## src/rtl/scoreboard_hazard_unit_pkg.sv

```systemverilog
// scoreboard_hazard_unit_pkg: shared sizes, latency type and decode-side latency helper
package scoreboard_hazard_unit_pkg;

    localparam int NREGS_DEFAULT = 32;
    localparam int LAT_W_DEFAULT = 3;

    typedef logic [LAT_W_DEFAULT-1:0] lat_t;

    typedef enum logic [1:0] {
        OP_ALU,
        OP_MUL,
        OP_LOAD,
        OP_DIV
    } op_class_e;

    // Forwarding latency decode places in fwd_lat; 0 means the result is only usable at writeback
    function automatic lat_t fwd_lat_of(op_class_e op);
        return (op == OP_ALU) ? lat_t'(1) : (op == OP_MUL) ? lat_t'(3) : lat_t'(0);
    endfunction

endpackage

```

## src/rtl/scoreboard_hazard_unit_sb_entry.sv

```systemverilog
// sb_entry: one architectural register's busy/known/countdown slice
module sb_entry
    import scoreboard_hazard_unit_pkg::*;
#(
    parameter int LAT_W  = LAT_W_DEFAULT,
    parameter bit FWD_EN = 1'b1
) (
    input  logic             clk,
    input  logic             reset,
    input  logic             flush,
    input  logic             set,
    input  logic             clr,
    input  logic [LAT_W-1:0] lat,
    output logic             busy,
    output logic             fwd_ok
);

    logic             r_busy;
    logic             r_known;
    logic [LAT_W-1:0] r_timer;

    // Issue re-arms (and beats a same-cycle writeback); otherwise writeback clears or the timer counts down
    always_ff @(posedge clk) begin
        if (reset || flush) begin
            r_busy  <= 1'b0;
            r_known <= 1'b0;
            r_timer <= '0;
        end else if (set) begin
            r_busy  <= 1'b1;
            r_known <= (lat != '0);
            r_timer <= (lat == '0) ? '0 : lat - 1'b1;
        end else if (clr) begin
            r_busy  <= 1'b0;
            r_known <= 1'b0;
            r_timer <= '0;
        end else if (r_timer != '0) begin
            r_timer <= r_timer - 1'b1;
        end
    end

    assign busy   = r_busy;
    assign fwd_ok = FWD_EN && r_known && (r_timer == '0);

endmodule

```

## src/rtl/scoreboard_hazard_unit.sv

```systemverilog
// scoreboard_hazard_unit: per-register scoreboard raising RAW/WAW stalls beside decode
module scoreboard_hazard_unit
    import scoreboard_hazard_unit_pkg::*;
#(
    parameter int NREGS     = NREGS_DEFAULT,
    parameter int IDX_W     = $clog2(NREGS),
    parameter int LAT_W     = LAT_W_DEFAULT,
    parameter bit FWD_EN    = 1'b1,
    parameter bit BYPASS_WB = 1'b1
) (
    input  logic             clk,
    input  logic             reset,
    input  logic             flush,
    input  logic             id_valid,
    input  logic [IDX_W-1:0] id_rs1,
    input  logic [IDX_W-1:0] id_rs2,
    input  logic             id_en_rs1,
    input  logic             id_en_rs2,
    input  logic [IDX_W-1:0] id_rd,
    input  logic             id_en_rd,
    input  logic [LAT_W-1:0] id_lat,
    input  logic             issue_stall,
    input  logic             wb_valid,
    input  logic [IDX_W-1:0] wb_rd,
    input  logic             wb_en_rd,
    output logic             data_hazard_ID,
    output logic             issue_fire,
    output logic [NREGS-1:0] busy_vec
);

    logic [NREGS-1:0] w_busy;
    logic [NREGS-1:0] w_fwd_ok;
    logic [NREGS-1:0] w_wb_hit;
    logic             w_rdy1;
    logic             w_rdy2;
    logic             w_free;

    // x0 is never tracked, so it is always ready and free
    assign w_busy[0]   = 1'b0;
    assign w_fwd_ok[0] = 1'b0;
    assign w_wb_hit[0] = 1'b0;

    for (genvar g = 1; g < NREGS; g++) begin : g_entry
        assign w_wb_hit[g] = wb_valid && wb_en_rd && (wb_rd == IDX_W'(g));
        sb_entry #(
            .LAT_W (LAT_W),
            .FWD_EN(FWD_EN)
        ) u_entry (
            .clk   (clk),
            .reset (reset),
            .flush (flush),
            .set   (issue_fire && id_en_rd && (id_rd == IDX_W'(g))),
            .clr   (w_wb_hit[g]),
            .lat   (id_lat),
            .busy  (w_busy[g]),
            .fwd_ok(w_fwd_ok[g])
        );
    end

    assign w_rdy1 = !w_busy[id_rs1] || w_fwd_ok[id_rs1] || (BYPASS_WB && w_wb_hit[id_rs1]);
    assign w_rdy2 = !w_busy[id_rs2] || w_fwd_ok[id_rs2] || (BYPASS_WB && w_wb_hit[id_rs2]);
    assign w_free = !w_busy[id_rd] || (BYPASS_WB && w_wb_hit[id_rd]);

    assign data_hazard_ID = id_valid && ((id_en_rs1 && !w_rdy1) || (id_en_rs2 && !w_rdy2) || (id_en_rd && !w_free));
    assign issue_fire     = id_valid && !data_hazard_ID && !issue_stall && !flush;
    assign busy_vec       = w_busy;

endmodule

```

## config.mk

```make
export PLATFORM = sky130hd
export DESIGN_NAME = scoreboard_hazard_unit
export DESIGN_NICKNAME = d
export VERILOG_FILES = /design/src/rtl/scoreboard_hazard_unit_pkg.sv /design/src/rtl/scoreboard_hazard_unit_sb_entry.sv /design/src/rtl/scoreboard_hazard_unit.sv
export SDC_FILE = /design/constraint.sdc
export NUM_CORES = 1
export LEC_CHECK = 0
export CAP_MARGIN = 20
export CORE_MARGIN = 1
export CORE_UTILIZATION = 45
export DETAILED_ROUTE_END_ITERATION = 12
export MAX_ROUTING_LAYER = met4
export PLACE_DENSITY_LB_ADDON = 0.2
export SYNTH_ARGS = -nofsm -noshare
export SYNTH_HDL_FRONTEND = slang
export SYNTH_SLANG_ARGS = --single-unit
```

## constraint.sdc

```tcl
create_clock -name clk -period 5.56 [get_ports clk]
set_input_delay 1.39 -clock clk [delete_from_list [all_inputs] [get_ports clk]]
set_output_delay 1.39 -clock clk [all_outputs]
set_load 0.005 [all_outputs]
```

==> metrics.md, run 1 <==
| Metric | Value |
|---|---|
| Status | finished clean |
| Die height | between 150 and 200 um |
| Largest net degree at the start of global routing | 51 |
| Diode count | 0 |
| Syn Std Cell Area | approximately 10000 um2 |
| Min cycle time layout | around 5.5 ns |
| Pint | approximately 2.0 mW |
| Post-synthesis adder-cell area fraction | under 10% |
| Async SR Flop Fraction | 0% |
| Multi-input logic area | about 6400 um2 |
| Worst EP required | roughly 4.2 ns |
| Flip-flop and latch area | about 3100 um2 |
| DR vias | ~9.6k |
| Sequential share of the synthesized area | between 30% and 40% |
| Top FF cell, synth | dfxtp_1 |
| VDD IR max | 0.1965 mV |
| Final hold vios | 0 |
| Compound-Gate Fraction of Synth Area | about an eighth |
| Nets@finish | between 1k and 1.5k |
| Pre-Repair DR Iteration Count | 8 |
| Leakage Power | between 5 and 6 nW |
| CTS max path bufs | 2 |
| H-tree Lvls | 4 |
| Post-route ant nets | 0 |
| Hold WC Path Type | reg2reg |
| Max-Cap Viols | 0 |
| CTS Root Cell | clkbuf_16 |
| Worst-path clk slew | 0.07 ns |
| Initial DRC Count | about 800 |
| Crit path kind | in2out |
| Post-synthesis register bit count | between 150 and 200 |
| Post-DP Area | between 10000 and 15000 um2 |
| Effective utilization at floorplan | around 46% |
| Ys Warns | 0 |
| Post-Synth XOR/XNOR Area | 3.083% |
| NetSw | approximately 760 uW |
| Reg power frac | between 40% and 50% |
| Synth Area in Simple Gates | between 20% and 30% |
| Multiplexer share of the synthesized area | between 10% and 20% |
| Port buffer count | between 60 and 70 |
| Synth Net Count | roughly 1.3k |
| Pins over their slew limit | 0 |
| Core footprint | roughly 22000 um2 |
| CTS tree | yes |
| Via/cell ratio | roughly 5.7 |
| EDFF count, synth | 0 |
| First-pass GRT wire length | slightly above 50000 um |
| WP data arrival | 4.12 ns |
| # fillers | ~2k |
| Number of global-route vias before repair | roughly 9.2k |
| Die width | 152.8 um |
| Clock share of power | 43.3% |
| Gp weighted congestion | about 1.0 |
| CP max FO | 11 |
| Final WL | between 30000 and 40000 um |
| Rel. slew slack | 44.34% |
| Number of placed I/O pins | 67 |
| Commonest non-fill, non-tap cells in the layout | nand2_1, dfxtp_1, buf_4, mux2i_1, inv_1 |
| Largest family of logic cells by synthesized area | simple AND/OR/NAND/NOR gates |
| Commonest non-fill, non-tap cell in the layout | nand2_1 |
| Row cnt | 54 |
| Setup crit start kind | input port |
| Initial antenna violation count | 0 |
| Total power | about 2.8 mW |
| Drt drc | 0 |
| FMAX | around 0.18 GHz |
| Synth Instances | 1251 |
| Total gr overflow | 0 |
| Setup violators final | 0 |
| Layout area overhead | 25.09% |
| Final setup TNS | 0 ns |
| Die area | 23330 um2 |
| Detailed placer's ending HPWL | ~25000 um |
| Total CTS buffers | 17 |
| Final instance area | 12790 um2 |
| Combinational share of power | about 16% |
| Final core utilization | between 50 and 60% |
| Share of cells above drive strength 1 | about a fifth |
| Sw Share | 27.53% |
| PwrDens | 216.2 nW/um2 |
| Post-route clock period utilization | roughly 99% |
| Crit end category | output port |
| Least-Margin Pin Slew | 0.8348 ns |
| Clock Sinks | ~160 |
| Total GRT Usage | just under 30% |
| Clk_skew | 0.01716 ns |
| Post-synth cell types | 63 |
| Worst hold margin | roughly 0.46 ns |
| Avg Cell Area, Syn | about 8.2 um2 |
| WL/cell | roughly 19 um |
| Worst skew pair latency | about 0.44 ns |
[stage by stage]
| stage | setup WS [ns] | std cells |
|---|---|---|
| final | 0.05411 | 1693 |
| after global routing | -0.003502 | 1693 |
| after CTS | 0.03839 | 1688 |
| after detailed placement | -0.3137 | 1652 |
| after global placement | -0.3610 | 1652 |
| after floorplan | 0.4793 | 1251 |
[what timing repair did]
item                                    4_1_cts  5_1_grt
endpoints found under the hold margin         0        0
pin swaps                                     9       14
buffers inserted                              4        5
hold buffers                                  0        0
endpoints found under the setup margin        2        2
resized for setup                            27       30
[cell usage after synthesis (3+ instances only)]
cell type / count / share of area (%)
o41ai_1: 4 / 0.34
ha_1: 64 / 7.8
buf_2: 13 / 0.64
inv_1: 103 / 3.8
nand4_1: 11 / 0.67
nand3_2: 11 / 1.1
o22ai_1: 4 / 0.24
nor3_1: 23 / 1.1
o21ai_0: 81 / 4.0
o2111ai_1: 3 / 0.26
buf_1: 4 / 0.15
xor2_1: 4 / 0.34
nand3_1: 18 / 0.88
o311ai_0: 4 / 0.34
nand4b_1: 3 / 0.26
xnor2_1: 32 / 2.7
a311oi_1: 7 / 0.60
mux4_2: 7 / 1.5
nand2_1: 249 / 9.1
dfxtp_1: 155 / 30
a221oi_1: 5 / 0.43
clkbuf_1: 43 / 1.6
or2_2: 4 / 0.24
a22oi_1: 3 / 0.22
o31ai_1: 13 / 0.95
buf_4: 34 / 2.5
mux2i_1: 129 / 13
nand3b_1: 3 / 0.22
and2_1: 3 / 0.18
nand4_4: 18 / 3.7
nor2b_1: 11 / 0.67
o311ai_1: 3 / 0.26
a21oi_1: 46 / 2.3
o211ai_1: 3 / 0.22
nand2b_1: 14 / 0.86
a31oi_1: 16 / 0.98
and3_1: 3 / 0.18
nor2_1: 54 / 2.0
nor4_1: 4 / 0.24
a21boi_0: 13 / 0.95
[power by group through the flow]
stage / Sequential, mW / Clock [mW] / Combinational [mW]
6_report: 1.14 / 1.20 / 0.431
5_1_grt: 1.14 / 1.26 / 0.469
4_1_cts: 1.14 / 1.21 / 0.415
3_5_place_dp: 1.16 / 0 / 0.407
3_3_place_gp: 1.16 / 0 / 0.402
2_1_floorplan: 1.16 / 0 / 0.249
[cell type report]
class / count / share of cell area, %
tap: 280 / 2.738
inverter: 104 / 3.051
timing repair buffer: 226 / 15.01
clock buffer: 21 / 3.443
multi-input combinational: 896 / 50.38
clock inverter: 11 / 1.125
sequential: 155 / 24.25
[flip-flops by register name, summed over array words and instances, names as in the netlist]
register / cells
g_entry.u_entry.r_timer: 93
g_entry.u_entry.busy: 31
g_entry.u_entry.r_known: 31
[critical path, stage by stage]
cell and delay [ns]:
clkdlybuf4s50_1 0.40, buf_4 0.17, or2_4 0.28, buf_4 0.16, o31ai_1 0.39, o21ai_0 0.21
nand4_1 0.16, a21oi_2 0.06, nor4b_4 0.24, buf_4 0.17, inv_1 0.06, o21a_1 0.16
dlygate4sd2_1 0.25
[logic make-up after synthesis]
kind of cell / count (synthesis)
and+or+nand+nor: 439
AOI/OAI and AO/OA: 220
buffers and inverters: 200
DFF: 155
muxes: 136
adders and majority gates: 64
xor gates and xnor gates: 36
other: 1
[layer usage]
| layer | up-vias | GRT usage (%) | part of all wire, % |
|---|---|---|---|
| met5 | - | - | 0 |
| met4 | 0 | 13.66 | 4.1 |
| met3 | 86 | 5.233 | 6.6 |
| met2 | 379 | 45.92 | 45 |
| met1 | 4540 | 36.93 | 45 |
| li1 | 4596 | - | - |
[worst paths after layout]
path | endpoint | depth (start not counted) | slack, ns | from
worst max-delay path | data_hazard_ID | 13 | 0.05 | wb_rd[2]
worst min-delay path | g_entry[21].u_entry.r_known | 2 | 0.46 | g_entry[21].u_entry.r_known
worst max register to register | g_entry[11].u_entry.r_timer[0] | 14 | 1.66 | g_entry[18].u_entry.r_timer[0]
worst min register to register | g_entry[21].u_entry.r_known | 2 | 0.46 | g_entry[21].u_entry.r_known
No activity file was read; power rests on OpenSTA's default activity.
==> run 2, diff against run 1 <==
CORE_MARGIN = default   (was 1)
==> results of run 2 <==
The final DEF is identical to that of run 1; final timing and power are the same.
==> run 3, diff against run 2 <==
CORE_UTILIZATION = 40   (was 45)
RECOVER_POWER = 100   (was default)
==> run 3 against run 2 <==
  * Global-route usage down 2.6 points
  * Critical endpoint is now issue_fire
  * Combinational power hardly changed
  * Largest cell class unchanged
  * Clock skew fell by 0.0063 ns
  * Largest power group unchanged
  * Die area is 12% higher
  * Count of clock-buffer cells in the layout is the same
  * Sequential share of layout area is 0.078 points lower
==> metrics.md, run 3 (synthesized netlist as in run 1, its figures left out) <==
| Metric | Value |
|---|---|
| Status | finished clean |
| # fillers | 2463 (+23%) |
| Total GRT Usage | 26.80% (-2.6 points) |
| Layout area overhead | 25.50% |
| Nets@finish | 1488 (-0.60%) |
| Core footprint | 25110 um2 (+14%) |
| Worst skew pair latency | 0.43 ns (about the same) |
| Worst hold margin | 0.4556 ns (-0.001121 ns) |
| Commonest non-fill, non-tap cells in the layout | nand2_1, dfxtp_1, buf_4, mux2i_1, inv_1 |
| Via/cell ratio | 5.458 (-3.8%) |
| PwrDens | 224.1 nW/um2 (+3.7%) |
| Critical Path Slowest Stage Cell | clkdlybuf4s50_1 |
| Die area | 26210 um2 (+12%) |
| Commonest non-fill, non-tap cell in the layout | nand2_1 |
| Effective utilization at floorplan | 40.73% (-5.7 points) |
| Total power | 2.877 mW (+4.0%) |
| Least-Margin Pin Slew | 1.374 ns (+0.5390 ns) |
| Worst-path clk slew | 0.06 ns (about the same) |
| Clk_skew | 0.01089 ns (-0.006271 ns) |
| Crit path kind | in2out |
| Worst Slack Setup Final | 0.08516 ns (+0.03105 ns) |
| Setup violators final | 0 (unchanged) |
| Gp weighted congestion | 1.008 (-3.8%) |
| Min cycle time layout | 5.475 ns (-0.03105 ns) |
| Largest net degree at the start of global routing | 33 (-35%) |
| Post-route ant nets | 0 (unchanged) |
| Post-route clock period utilization | 98.47% (-0.56 points) |
| R2R Path End | g_entry[11].u_entry.r_timer[1] |
| VDD IR max | 0.1690 mV (-14%) |
| Max incr delay on CP | 0.59 ns (+0.19 ns) |
| Hold WC Path Type | reg2reg |
| Pins over their slew limit | 0 (unchanged) |
| H-tree Lvls | 4 (unchanged) |
| Share of cells above drive strength 1 | 18.25% (-0.72 points) |
| Detailed placer's ending HPWL | 25720 um (+2.7%) |
| Number of flip-flops in the largest register | 93 (unchanged) |
| WHS Path Cells | 2 (unchanged) |
| Total gr overflow | 0 (unchanged) |
| Die height | 161.9 um (+6.0%) |
| Leakage Power | 5.514 nW (+2.2%) |
| Crit end category | output port |
| CTS Root Cell | clkbuf_16 |
| FMAX | 0.1827 GHz (+0.57%) |
| Row cnt | 58 (+7.4%) |
| CTS tree | yes |
| Setup crit start kind | input port |
| Initial DRC Count | 728 (-8.9%) |
| Final core utilization | 51.12% (-7.0 points) |
| Critical path cell sequence | clkdlybuf4s50_1, buf_4, nor2_1, a32oi_1, o31ai_1, a221oi_4, a311oi_2, nor4b_4, inv_1, nor3_1, dlygate4sd2_1 |
| Worst Hold End | g_entry[6].u_entry.r_known |
| CP Buf/Inv Count | 4 (-2) |
| Drt drc | 0 (unchanged) |
| Initial antenna violation count | 0 (unchanged) |
| Rel. slew slack | 8.410% (-36 points) |
| Worst EP required | 4.17 ns (about the same) |
| CP max FO | 13 (+2) |
| Die width | 161.9 um (+6.0%) |
| Pre-Repair DR Iteration Count | 7 (-1) |
| WL/cell | 19.41 um (+0.75%) |
| Number of placed I/O pins | 67 (unchanged) |
| Clock Sinks | 155 (unchanged) |
| Total CTS buffers | 17 (unchanged) |
| WP data arrival | 4.08 ns (-0.04 ns) |
| Worst R2R Start | g_entry[16].u_entry.r_timer[0] |
| CTS max path bufs | 2 (unchanged) |
| Worst r2r path cells | 13 (-1) |
| Port buffer count | 65 (unchanged) |
| Final setup TNS | 0 ns (unchanged) |
| Hold path start | g_entry[6].u_entry.r_known |
| Largest register by flop count | g_entry.u_entry.r_timer |
| First-pass GRT wire length | 51940 um (+1.3%) |
| Hold_buf cts | 0 (unchanged) |
| Final WL | 33650 um (+3.1%) |
| Kind of cell adding the most delay to the critical path | buffers and inverters |
| Number of global-route vias before repair | 9009 (-2.4%) |
| DR vias | 9458 (-1.5%) |
| Max-Cap Viols | 0 (unchanged) |
| Diode count | 0 (unchanged) |
| Final hold vios | 0 (unchanged) |
| Reg2reg setup slack | 1.08 ns (-0.58 ns) |
| Place WS | -0.3546 ns (-0.04086 ns) |
[run 3: cell count changes in the layout (fill, tap and decap cells not counted), moves of 3 or more]
cell / change
buf_4: -17
dlygate4sd3_1: +31
clkdlybuf4s50_1: -35
buf_6: +5
dlymetal6s2s_1: +3
clkinv_2: -3
[run 3: how the worst max path moves through the flow]
| stage | start | to | slack, ns | depth (start not counted) |
|---|---|---|---|---|
| after global routing | wb_rd[3] | issue_fire | -0.03 | 13 |
| after global placement | wb_rd[4] | issue_fire | -0.35 | 12 |
| final | id_rs1[1] | issue_fire | 0.09 | 11 |
| after detailed placement | wb_rd[4] | issue_fire | -0.35 | 11 |
| after floorplan | id_rs2[0] | data_hazard_ID | 0.48 | 10 |
| after CTS | wb_rd[3] | data_hazard_ID | 0.05 | 12 |
[run 3: what timing repair did]
action,CTS,global route
pin swaps,7,15
setup buffers,1,5
cloned,0,1
endpoints found under the hold margin,0,0
setup endpoints to repair,2,2
resized for setup,36,26
[run 3: metrics by stage]
| stage | cell area (um2) | std cells |
|---|---|---|
| after detailed placement | 11940 | 1695 |
| after global routing | 12830 | 1733 |
| after floorplan | 10230 | 1251 |
| after CTS | 12700 | 1727 |
| after global placement | 11940 | 1695 |
| final | 12830 | 1733 |
[run 3: where the power goes]
group	switching, mW	leakage, nW	internal (mW)
Clock	0.497	0.308	0.810
Sequential	0.00857	1.25	1.13
Combinational	0.265	3.96	0.169
Total	0.770	5.51	2.11
[run 3: cell type report]
cell class	count	area, um2	area share (%)
timing repair buffer	217	1879	14.64
tap	330	412.9	3.217
clock buffer	21	450.4	3.509
inverter	104	390.4	3.042
multi-input combinational	896	6410	49.94
sequential	155	3103	24.18
clock inverter	10	188.9	1.472
[run 3: per-layer routing]
layer	routed length, um	vias to the layer above	track usage (%)
met2	15680	277	43.78
met1	15500	4566	34.38
met5	0	-	-
met3	1701	52	3.728
met4	766	0	7.633
li1	-	4563	-
[run 3: tightest hold or removal path, cell delays in order (launching register included)]
cell and delay [ns]:
dfxtp_1 0.30, nand2_1 0.05, mux2i_1 0.05
